[config.mk]
export PLATFORM = sky130hd
export DESIGN_NAME = ascon_round_sequencer
export DESIGN_NICKNAME = d
export VERILOG_FILES = /design/src/rtl/ascon_round_sequencer.sv
export SDC_FILE = /design/constraint.sdc
export NUM_CORES = 1
export LEC_CHECK = 0
export ABC_AREA = 1
export CAP_MARGIN = 20
export CORE_AREA = 2 2 509 511
export CTS_CLUSTER_DIAMETER = 150
export DETAILED_ROUTE_END_ITERATION = 8
export DIE_AREA = 0 0 511 513
export PLACE_DENSITY = 0.33
export SYNTH_ARGS = -nofsm -noshare
export SYNTH_HDL_FRONTEND = slang
export SYNTH_SLANG_ARGS = --single-unit
[constraint.sdc]
create_clock -name clk_i -period 2.7 [get_ports clk_i]
set_input_delay 0.54 -clock clk_i [delete_from_list [all_inputs] [get_ports clk_i]]
set_output_delay 0.54 -clock clk_i [all_outputs]
set_load 0.02 [all_outputs]
[src/rtl/ascon_round_sequencer.sv]
// rtl/ascon_round_sequencer.sv - Ascon permutation round sequencer (IDLE/RUN/DONE)
//
// Drives an external combinational datapath that evaluates HW_PERMUTATION_N
// rounds per cycle, iterating CLK_FACTOR times to complete the 12-round
// Ascon permutation.
//
// Optional feature macro: ASCON_SEQ_FLUSH_EN (adds flush_i, synchronous abort).
//
// Ports:
//   clk_i             rising-edge clock
//   rst_ni            asynchronous active-low reset
//   flush_i           (ASCON_SEQ_FLUSH_EN only) forces IDLE and clears state
//   valid_i/ready_o   upstream handshake, state_i captured on valid_i&&ready_o
//   state_i           320-bit input state
//   state_to_perm_o   state register, fed to the round datapath
//   round_index_o     round-group index for the datapath (0 outside RUN)
//   state_from_perm_i datapath result for the current group
//   valid_o/ready_i   downstream handshake for state_o
//   state_o           permuted result (the state register)
//   busy_o            high while in RUN or DONE

module ascon_round_sequencer #(
    parameter int HW_PERMUTATION_N = 6,
    parameter int CLK_FACTOR       = 2,
    // Index is 3 bits for every split up to 8 groups; the fully iterative
    // 1-round-per-cycle split needs indices up to 11 and widens to 4.
    localparam int IDX_W = (CLK_FACTOR > 8) ? $clog2(CLK_FACTOR) : 3
) (
    input  logic             clk_i,
    input  logic             rst_ni,
`ifdef ASCON_SEQ_FLUSH_EN
    input  logic             flush_i,
`endif
    input  logic             valid_i,
    output logic             ready_o,
    input  logic [319:0]     state_i,
    output logic [319:0]     state_to_perm_o,
    output logic [IDX_W-1:0] round_index_o,
    input  logic [319:0]     state_from_perm_i,
    output logic             valid_o,
    input  logic             ready_i,
    output logic [319:0]     state_o,
    output logic             busy_o
);

    if (HW_PERMUTATION_N * CLK_FACTOR != 12) begin : g_bad_cfg
        $error("ascon_round_sequencer: HW_PERMUTATION_N*CLK_FACTOR must equal 12");
    end

    typedef enum logic [1:0] {
        S_IDLE = 2'd0,
        S_RUN  = 2'd1,
        S_DONE = 2'd2
    } fsm_t;

    localparam logic [IDX_W-1:0] LAST_GROUP = IDX_W'(CLK_FACTOR - 1);

    fsm_t             fsm_q, fsm_d;
    logic [IDX_W-1:0] cnt_q, cnt_d;
    logic [319:0]     st_q, st_d;

    always_ff @(posedge clk_i or negedge rst_ni) begin
        if (!rst_ni) begin
            fsm_q <= S_IDLE;
            cnt_q <= '0;
            st_q  <= '0;
        end else begin
            fsm_q <= fsm_d;
            cnt_q <= cnt_d;
            st_q  <= st_d;
        end
    end

    always_comb begin
        fsm_d = fsm_q;
        cnt_d = cnt_q;
        st_d  = st_q;
        case (fsm_q)
            S_IDLE: begin
                if (valid_i) begin
                    st_d  = state_i;
                    cnt_d = '0;
                    fsm_d = S_RUN;
                end
            end
            S_RUN: begin
                st_d = state_from_perm_i;
                if (cnt_q == LAST_GROUP) begin
                    cnt_d = '0;
                    fsm_d = S_DONE;
                end else begin
                    cnt_d = cnt_q + IDX_W'(1);
                end
            end
            S_DONE: begin
                // Return to IDLE only; a new accept needs ready_o, which is
                // low in DONE, so back-to-back capture is impossible here.
                if (ready_i) begin
                    fsm_d = S_IDLE;
                end
            end
            default: begin
                fsm_d = S_IDLE;
                cnt_d = '0;
            end
        endcase
`ifdef ASCON_SEQ_FLUSH_EN
        if (flush_i) begin
            fsm_d = S_IDLE;
            cnt_d = '0;
            st_d  = '0;
        end
`endif
    end

    assign ready_o         = (fsm_q == S_IDLE);
    assign valid_o         = (fsm_q == S_DONE);
    assign busy_o          = (fsm_q != S_IDLE);
    assign round_index_o   = (fsm_q == S_RUN) ? cnt_q : '0;
    assign state_to_perm_o = st_q;
    assign state_o         = st_q;

endmodule

==> flow_summary.ini <==
[logic_synthesis]
ys_warn_count = 0
synth_nets = 3707
syn-mean-instance-area_sq_um = 6.62
ys_seq_area_share_pct = 40.1
netlist_area_sq_mm = 0.0203
ys_seq_elements = 325
synthCells = 3063
synth_cell_type_count = 14

[route]
wl_mm = 176
vias = 22400
avgRoutedWirePerCell_um = 23.5
via_per_inst = 3.01
drtAntennaViolNets = 0
drt_first_pass_iters = 5
drt_iter0_markers = 1356
remaining_drc_errors = 0

[cts]
cts_root_buf = clkbuf_16
clk_transition_reported_paths_ns = 0.06
cts_sinks = 325
cts-htree-levels = 2
clock_latency_ns = 0.68
clock_path_buffers = 3
cts-buffers-inserted = 51
tritoncts = done

[final_layout]
fin_area_sq_mm = 0.0370
layout_common_cells = nand2_1 (1290), clkdlybuf4s50_1 (1248), inv_1 (644), nand3_1 (327), dfrtp_1 (319)
area_growth_pct = 82.5
final_common_cell = nand2_1
final_cells = 7464
final_nets = 4677
final_core_util_pct = 14.5
drive_gt1_share_pct = 5.16

[floorplan]
core_area_sq_mm = 0.256
die_w_um = 511
dieArea_sq_mm = 0.262
rows = 186
start_util_pct = 7.92
io-pin-count = 1290
die_y_um = 513

[pwr]
p_total_mw = 54.2
leakage_nw = 17.9
p_per_area_mw_per_mm2 = 1460
ir_drop_mv = 0.608

[critical_path]
critPathCapture = state_o[295]
path_cells = clkdlybuf4s50_1
critPathKind = register to primary output
endpoint_kind = primary output
worstSetupStartpoint = state_o[295]$_DFFE_PN0P_
cp.depth = 1
cpLargestDelayFamily = buffers and inverters
cp.arrival_ns = 2.07
regToRegEndpoint = state_o[101]$_DFFE_PN0P_
slowest_delay_ns = 0.92
cp_max_fo = 3
startpoint_type = register
required_ns = 2.16
slowest_stage = clkdlybuf4s50_1
reg2reg_from = fsm_q[1]$_DFFE_PN0P_
r2r_cells = 8
r2r_setup_slack_ns = 0.31
worst-path-buf-inv = 1

[placed_design]
placed_cells = 7361
globalplace.congestion = 0.861
post_dp_cell_area_sq_mm = 0.0353
hpwl_mm = 151
portBuffers = 1289

[grt]
grt_pass1_wl_mm = 228
grt_max_degree = 82
grt_pass1_vias = 23300
overflow = 0
antenna_found_initial = 23
grtUsageTotal_pct = 13.0

[timing]
final-max-slew-violation-count = 0
rsz0062_at_grt = false
worst-slew-pin-transition_ns = 0.713
fin_crit_ns = 2.61
slew_headroom_pct = 52.3
finalHoldViolCount = 0
fin_tns_setup_ns = 0
fin_crit_sh_pct = 96.8
setup_violations = 0
fmax_mhz = 383
skew_ns = 0.0348

[status]
outcome = finished, final reports clean

[min_path]
hold_path_class = primary input to async pin

[job]
max-cap-violations = 0
==> state kept, by name, indices dropped and copies added, names as in the netlist <==
register and count:
state_o 320, cnt_q 3, fsm_q 2
==> repair_timing <==
action | 4_1_cts | 5_1_grt
resized for setup | 20 | 4
pin swaps | 1 | 0
setup endpoints to repair | 20 | 4
cloned | 1 | 0
hold buffers | 1 | 0
setup buffers | 1 | 0
hold endpoints to repair | 18 | 0
==> worst min path at each step <==
stage / from / to / slack [ns]
after floorplan: rst_ni / cnt_q[0]$_DFFE_PN0P_ / 0.24
after global placement: rst_ni / state_o[241]$_DFFE_PN0P_ / 0.47
after CTS: rst_ni / state_o[241]$_DFFE_PN0P_ / 0.29
after global routing: rst_ni / state_o[241]$_DFFE_PN0P_ / 0.31
after detailed placement: rst_ni / state_o[241]$_DFFE_PN0P_ / 0.47
final: rst_ni / state_o[241]$_DFFE_PN0P_ / 0.34
==> routing by layer <==
| metal | GRT usage [%] | share of wire, % | up-vias |
|---|---|---|---|
| li1 | - | - | 10500 |
| met1 | 15.6 | 42 | 10800 |
| met2 | 21.0 | 45 | 1016 |
| met3 | 5.74 | 11 | 119 |
| met4 | 2.96 | 2.2 | 2 |
| met5 | 0 | 0.0074 | - |
==> cells in the mapped netlist <==
library cell     n  area share (%)
nor2_1           6            0.11
nand2_1       1290              24
inv_4            2           0.062
nand2_2          2           0.062
o21ai_0          3           0.074
o21ai_4          1           0.080
nand4_1          1           0.031
nand2_8          1           0.099
dfrtp_1        325              40
inv_1          644              12
buf_4          344              13
buf_2          108             2.7
nand3_1        327             8.1
clkbuf_1         9            0.17
==> metrics by stage <==
stage	hold WS [ns]	worst slack, ns
2_1_floorplan	0.244	0.963
3_3_place_gp	0.465	0.304
3_5_place_dp	0.466	0.285
4_1_cts	0.285	-0.0299
5_1_grt	0.314	0.00913
6_report	0.342	0.0871
==> final cells by class <==
class                   count  area [sq um]
multi-input cells        1632          6610
flip-flops and latches    325          8140
diodes                      8          20.0
clock buffers              74          1480
inverters                 646          2440
repair buffers           1377         13900
well taps                3384          4230
clock inverters            18           226
fillers                 29500        219000
==> logic make-up (layout without fill, tap and decap cells) <==
kind of cell | after synthesis | count (layout) | share of synthesized area, %
flops | 325 | 325 | 40.1
compound gates | 4 | 4 | 0.154
simple gates | 1627 | 1628 | 32.2
buf+inv | 1107 | 2115 | 27.5
other cells | 0 | 8 | 0
==> power by group <==
group	switching [mW]	internal, mW
registers	4.49	7.55
logic	22.1	13.1
clock network	2.90	4.11
Power figures use the tool's default switching activity.
